==> src/rtl/alu_wb_stage.sv <==
// Writeback/flag-commit stage behind the ALU: 2-entry skid buffer
// toward the register-file port, plus the PSR fed back to the ALU.
//
// Ports:
//   clk, rst                 clock, synchronous active-high reset
//   flush                    drop all buffered ops
//   in_valid/in_ready        ALU-side handshake (in_ready registered)
//   in_result/in_apsr/in_rd  ALU result, flags, destination register
//   in_wr_en/in_flags_en     regfile write / flag commit qualifiers
//   out_valid/out_ready      writeback handshake
//   out_result/out_rd        writeback data and address
//   out_wr_en                writeback enable qualifier
//   psr_we/psr_wdata         software PSR write
//   psr                      current PSR, to the ALU
module alu_wb_stage #(
  parameter int DW       = 32,
  parameter int PSRW     = 8,
  parameter int APSRW    = 3,
  parameter int APSR_MIN = 5,
  parameter int RAW      = 3
) (
  input  logic            clk,
  input  logic            rst,
  input  logic            flush,
  input  logic            in_valid,
  output logic            in_ready,
  input  logic [DW-1:0]   in_result,
  input  logic [APSRW-1:0] in_apsr,
  input  logic [RAW-1:0]  in_rd,
  input  logic            in_wr_en,
  input  logic            in_flags_en,
  output logic            out_valid,
  input  logic            out_ready,
  output logic [DW-1:0]   out_result,
  output logic [RAW-1:0]  out_rd,
  output logic            out_wr_en,
  input  logic            psr_we,
  input  logic [PSRW-1:0] psr_wdata,
  output logic [PSRW-1:0] psr
);

  localparam int APSR_MAX = APSR_MIN + APSRW - 1;

  typedef enum logic [1:0] {
    EMPTY = 2'd0,
    ONE   = 2'd1,
    FULL  = 2'd2
  } state_e;

  state_e            state_q, state_d;
  logic              in_ready_q;
  logic [PSRW-1:0]   psr_q, psr_d;

  logic [DW-1:0]     main_res_q, skid_res_q;
  logic [RAW-1:0]    main_rd_q, skid_rd_q;
  logic              main_we_q, skid_we_q;

  logic accept, retire;
  logic ld_main_in, ld_main_skid, ld_skid;

  assign out_valid = (state_q != EMPTY);
  assign accept    = in_valid & in_ready_q & ~flush;
  assign retire    = out_valid & out_ready;

  always_comb begin
    state_d      = state_q;
    ld_main_in   = 1'b0;
    ld_main_skid = 1'b0;
    ld_skid      = 1'b0;
    if (flush) begin
      state_d = EMPTY;
    end else begin
      case (state_q)
        EMPTY: begin
          if (accept) begin
            ld_main_in = 1'b1;
            state_d    = ONE;
          end
        end
        ONE: begin
          if (accept && retire) begin
            ld_main_in = 1'b1;
          end else if (accept) begin
            ld_skid = 1'b1;
            state_d = FULL;
          end else if (retire) begin
            state_d = EMPTY;
          end
        end
        FULL: begin
          if (retire) begin
            ld_main_skid = 1'b1;
            state_d      = ONE;
          end
        end
        default: state_d = EMPTY;
      endcase
    end
  end

  // Flags commit at accept so the very next ALU op sees them;
  // the flag field wins over a same-cycle software write.
  always_comb begin
    psr_d = psr_q;
    if (psr_we) psr_d = psr_wdata;
    if (accept && in_flags_en) psr_d[APSR_MAX:APSR_MIN] = in_apsr;
  end

  always_ff @(posedge clk) begin
    if (rst) begin
      state_q    <= EMPTY;
      in_ready_q <= 1'b1;
      psr_q      <= '0;
      main_res_q <= '0;
      main_rd_q  <= '0;
      main_we_q  <= 1'b0;
      skid_res_q <= '0;
      skid_rd_q  <= '0;
      skid_we_q  <= 1'b0;
    end else begin
      state_q    <= state_d;
      in_ready_q <= (state_d != FULL);
      psr_q      <= psr_d;
      if (ld_main_in) begin
        main_res_q <= in_result;
        main_rd_q  <= in_rd;
        main_we_q  <= in_wr_en;
      end else if (ld_main_skid) begin
        main_res_q <= skid_res_q;
        main_rd_q  <= skid_rd_q;
        main_we_q  <= skid_we_q;
      end
      if (ld_skid) begin
        skid_res_q <= in_result;
        skid_rd_q  <= in_rd;
        skid_we_q  <= in_wr_en;
      end
    end
  end

  assign in_ready   = in_ready_q;
  assign out_result = main_res_q;
  assign out_rd     = main_rd_q;
  assign out_wr_en  = main_we_q;
  assign psr        = psr_q;

endmodule

==> config.mk <==
export PLATFORM = sky130hd
export DESIGN_NAME = alu_wb_stage
export DESIGN_NICKNAME = d
export VERILOG_FILES = /design/src/rtl/alu_wb_stage.sv
export SDC_FILE = /design/constraint.sdc
export NUM_CORES = 1
export LEC_CHECK = 0
export CAP_MARGIN = 30
export CORE_ASPECT_RATIO = 2
export CORE_MARGIN = 5
export CORE_UTILIZATION = 43
export CTS_CLUSTER_DIAMETER = 40
export DETAILED_ROUTE_END_ITERATION = 8
export PLACE_DENSITY = 0.74
export SETUP_SLACK_MARGIN = 0.02
export SLEW_MARGIN = 30
export SYNTH_ARGS = -nofsm -noshare
export SYNTH_HDL_FRONTEND = slang
export SYNTH_SLANG_ARGS = --single-unit
==> constraint.sdc <==
create_clock -name clk -period 1.25 [get_ports clk]
set_input_delay 0.125 -clock clk [delete_from_list [all_inputs] [get_ports clk]]
set_output_delay 0.125 -clock clk [all_outputs]
set_load 0.05 [all_outputs]
After elaboration in Yosys (flattened, before gate mapping)
Cells that the tools add are included.

Equal/unequal tests: 3. Mux-type cells: 25. Bitwise logic cells: 4. Reduce and logical (&&, ||, !) cells: 6.

Operators by type and width (count): 32-bit 2-to-1 mux (2); 2-bit 2-to-1 mux (6); 1-bit 2-to-1 mux (11); 3-bit 2-to-1 mux (3); 8-bit 2-to-1 mux (1); 2-bit case mux with 3 select lines (1); 2-bit nonzero test (3); 1-bit AND (3); 2-bit by 1-bit equality test with 1-bit output (second input constant) (1); 2-bit equality test (second input constant) (1); 1-bit logical AND (2); 2-bit zero test (1); 2-bit != test (second input constant) (1); 1-bit case mux with 2 select lines (1); 1-bit NOT (1).

Register bits: 83. Logic and storage cells: 48.

Depth between registers and ports, before layout
Word-level depth: 8. Depth in mapped cells: 5.

Worst setup path after synthesis
Ideal clock, no wire load.

Path type: register -> register. Start point: reg in_ready_q, in the netlist in_ready. End point: reg in_ready_q, in the netlist in_ready. Library setup time: 0.134 ns. Arrival: 1.538 ns. Required time: 1.116 ns. Path slack: -0.422 ns. Stages on the path, launching flop included: 5. Path buffers: 1. Cells stage by stage: dfxtp_1 > and4bb_1 > buf_6 > a21oi_2 > or4_1.

Word-level cells in the longest chain between the ends: 7.

RTL lines: start, declared (RTL line 51) `logic in_ready_q;`; start signal, assigned (RTL line 122) `in_ready_q <= (state_d != FULL);`; 1-bit AND (*) (2 in a row) (RTL line 62) `assign accept = in_valid & in_ready_q & ~flush;`; 2-bit 2-to-1 mux / 1-bit logical AND (equally long branches) (RTL line 83, 81); 2-bit 2-to-1 mux (RTL line 81) `if (accept && retire) begin`; 2-bit case mux with 3 select lines (*) (RTL line 73) `case (state_q)`; 2-bit 2-to-1 mux (*) (RTL line 70) `if (flush) begin`; 2-bit != test (*) (RTL line 122).

Every way passes the cells marked *; elsewhere a longest branch is shown, timed or not. A chain may end at the register's enable or synchronous reset.

Final worst setup path
Start point: reg state_q[1]. End point: reg main_rd_q[0], in the netlist out_rd[0].

Word-level cells in the longest chain between the ends: 7.

RTL lines: start, declared (RTL line 50) `state_e state_q, state_d;`; start signal, assigned (RTL line 121) `state_q <= state_d;`; 2-bit nonzero test (RTL line 61) `assign out_valid = (state_q != EMPTY);`; 1-bit AND (RTL line 63) `assign retire = out_valid & out_ready;`; 1-bit logical AND (RTL line 81); 1-bit 2-to-1 mux (RTL line 81); 1-bit case mux with 2 select lines (RTL line 73); 1-bit 2-to-1 mux (RTL line 70); 3-bit 2-to-1 mux / 2-bit nonzero test (equally long branches); end signal, assigned (RTL line 126) `main_rd_q <= in_rd;`; end signal, assigned (RTL line 130) `main_rd_q <= skid_rd_q;`; end, declared (RTL line 55) `logic [RAW-1:0] main_rd_q, skid_rd_q;`.

Parallel ways exist; a longest one is shown, timed or not.

==> summary.md <==
| Metric | Value |
|---|---|
| Status | `finished, violations left` |
| Failing checks | `negative setup slack` |
| Worst slew pin tran | `338.3 ps` |
| Dpl ws | `-373.3 ps` |
| DP HPWL | `7344 um` |
| First-pass GRT wire length | `17600 um` |
| Mapped Area | `3475 um^2` |
| Number of enable flip-flop cells after synthesis | `0` |
| Initial antenna violation count | `0` |
| Area occupied by multi-input gates | `1853 um^2` |
| Clock Sinks | `83` |
| GRT Total Usage | `0.2255` |
| CTS tree | `done` |
| Vias in the first global route | `3737` |
| Synthesis Warnings | `0` |
| NetSw | `1.880 mW` |
| Setup Viol. Count Final | `51` |
| Prevailing post-synth register cell | `dfxtp_1` |
| Final wirelength | `11990 um` |
| Critical path peak fanout | `18` |
| CP Cell Sequence | `and4bb_4 > nand2_4 > buf_12 > a311oi_1` |
| Critical Path Source Type | `flip-flop` |
| Synth cell types | `27` |
| Crit-path leading delay family | `simple AND/OR/NAND/NOR gates` |
| Share of the synthesized area in the top cell type | `0.4782` |
| Max_cap viols | `0` |
| HP Class | `in -> reg` |
| ANT nets after route | `0` |
| Worst setup path start | `state_q[1]` |
| Fill count | `534` |
| CP Class | `reg -> reg` |
| Count leader, synth | `dfxtp_1` |
| Die Span Y | `137.1 um` |
| Worst Path Arrival | `1580 ps` |
| Total CTS buffers | `9` |
| CP Capture Type | `flip-flop` |
| Bufs on Longest Clock Path | `2` |
| RR Startpoint | `state_q[1]` |
| Post-synth top cells | `dfxtp_1 (83), nand2_1 (72), nand3_1 (37)` |
| Port Buffer Count | `99` |
| Pin count of the biggest net entering global routing | `64` |
| RSZ-0062 raised after global routing | `true` |
| Slew Limit Fails | `0` |
| Vias per cell | `6.121` |
| Async S/R FF share, synth | `0` |
| Sw frac | `0.2742` |
| Max stage delay cell, worst path | `and4bb_4` |
| CTS Root Cell | `clkbuf_16` |
| Syn Area/Cell | `8.332 um^2` |
| Tmin final | `1337 ps` |
| Ant diodes | `0` |
| Finished Core Util | `0.7415` |
| Largest area contributor in the netlist | `dfxtp_1` |
| Residual DRC count | `0` |
| Clock Skew | `4.447 ps` |
| Final Hold Viols | `0` |
| Max Clk Rate | `748.2 MHz` |
| CP Data Required Time | `1490 ps` |
| IO Pins | `100` |
| Critical path buffer and inverter count | `1` |
| Combinational share of power | `0.208` |
| Lkg Pwr | `2.090 nW` |
| DR vias | `3783` |
| Largest stage delay, worst path | `390 ps` |
| Yosys reg bits | `83` |
| Internal | `4.976 mW` |
| Die area | `10090 um^2` |
| FF/Latch Area | `1668 um^2` |
| First-pass DRT Iterations | `5` |
| Tcrit/Tclk final | `1.069` |
| Inst Count DP | `596` |
| CTS clk-pin slew, worst paths | `60 ps` |
| H-tree depth | `3` |
| Largest cells by area after synthesis | `dfxtp_1 (48%), a311oi_1 (9.1%), nand2_1 (7.8%), nand3_1 (5.3%), a21oi_1 (5.2%)` |
| Die X | `73.56 um` |
| Seq/Total Area, Yosys | `0.4782` |
| GP Congestion | `0.8168` |
| Nets | `571` |
| GRT overflow | `0` |
| Slew headroom | `0.7745` |
| Clock power frac | `0.374` |
| Area grow syn2layout | `69.50%` |
| Wire length per cell | `19.40 um` |
| Reg power frac | `0.418` |
| Power per cell area | `1164 nW/um^2` |
| Setup ws final | `-86.53 ps` |
| Layout Cells excl Fill | `618` |
| Clock Latency Late Sink | `340 ps` |
| DR iter-0 viols | `435` |
| Share of cells above drive strength 1 | `0.2854` |
| Row cnt | `46` |
| Initial Util | `0.4375` |
| Core Area | `7943 um^2` |
| Syn Nets | `471` |
| Max rail drop VDD | `0.7872 mV` |
| Hold Startpoint | `rst` |
| Cells after synthesis | `417` |
==> state kept, by name, summed over array words and instances, names as in the netlist <==
name        flops
out_result     32
skid_res_q     32
psr             8
out_rd          3
skid_rd_q       3
state_q         2
in_ready        1
out_wr_en       1
skid_we_q       1
==> worst register-to-register path, stage by stage, from the launching register on <==
cell and delay (ps):
dfxtp_2 350, and4bb_4 390, nand2_4 100, buf_12 170
a311oi_1 230
==> area by class of cell <==
type                    count  share of cell area
clock inverters             3            0.003187
flip-flops and latches     83              0.2832
multi-input cells         289              0.3146
well taps                  96             0.02040
clock buffers              13             0.04610
repair buffers            134              0.3325
==> power groups by stage <==
stage | combinational, mW | clock (mW) | sequential [mW]
4_1_cts | 1.37 | 2.59 | 2.86
3_5_place_dp | 1.32 | 0 | 2.92
2_1_floorplan | 0.283 | 0 | 3.19
6_report | 1.43 | 2.56 | 2.86
3_3_place_gp | 1.30 | 0 | 2.91
5_1_grt | 1.48 | 2.72 | 2.87
==> stage by stage <==
stage	setup TNS (ps)	total power, mW	hold slack, ps	area [um^2]
after CTS	-853.8	6.823	73.46	5617
final	-2531	6.856	80.69	5889
after global placement	-21100	4.215	421.8	5174
after detailed placement	-24110	4.236	430.6	5174
after global routing	-5741	7.075	86.85	5889
after floorplan	-483.2	3.471	203.1	3500
==> layout by cell type, fill, tap and decap left out, types with 2 or more instances in the layout <==
master / Yosys / layout
nand3_1: 37 / 37
nor3_2: 0 / 11
a211oi_1: 3 / 2
nor3_1: 36 / 25
a311oi_2: 0 / 21
clkinv_2: 0 / 2
dfxtp_1: 83 / 80
buf_6: 1 / 8
nand2_1: 72 / 65
buf_8: 0 / 3
clkbuf_1: 15 / 2
nor2_1: 9 / 9
buf_4: 7 / 10
clkbuf_16: 0 / 14
nand4bb_4: 0 / 2
a311oi_1: 36 / 15
a21oi_1: 36 / 36
clkdlybuf4s50_1: 0 / 50
mux2i_1: 8 / 8
o21ai_1: 0 / 26
nand2_2: 1 / 7
buf_12: 0 / 56
o21ai_0: 36 / 9
dfxtp_2: 0 / 2
and4bb_4: 0 / 2
==> per-layer routing <==
layer  up-vias  GRT usage  wire length [um]  share of wire
li1       1716          -                 -              -
met1      1827     0.2432              4099           0.34
met2       193     0.3854              6555           0.55
met3        47    0.04485               701          0.058
met4         0     0.1492               632          0.053
met5         -          0                 0              0
==> worst paths after layout <==
check,endpoint,slack (ps),cells past startpoint
min,skid_res_q[0],80,2
min reg2reg,skid_rd_q[0],480,2
max reg2reg,out_rd[0],-90,4
max,out_rd[0],-90,4
==> kinds of logic after synthesis <==
group,Yosys count,share of synthesized area
simple gates,167,0.2240
compound gates,113,0.2060
flops,83,0.4782
buf+inv,45,0.06626
mux,8,0.02305
xor+xnor,1,0.002521
==> what timing repair did <==
| item | CTS | global route |
|---|---|---|
| pin swaps | 3 | 11 |
| setup buffers | 0 | 2 |
| setup endpoints to repair | 77 | 75 |
| hold buffers | 0 | 0 |
| gates cloned | 0 | 4 |
| gates resized for setup | 35 | 61 |
No activity file was read; power rests on OpenSTA's default activity.
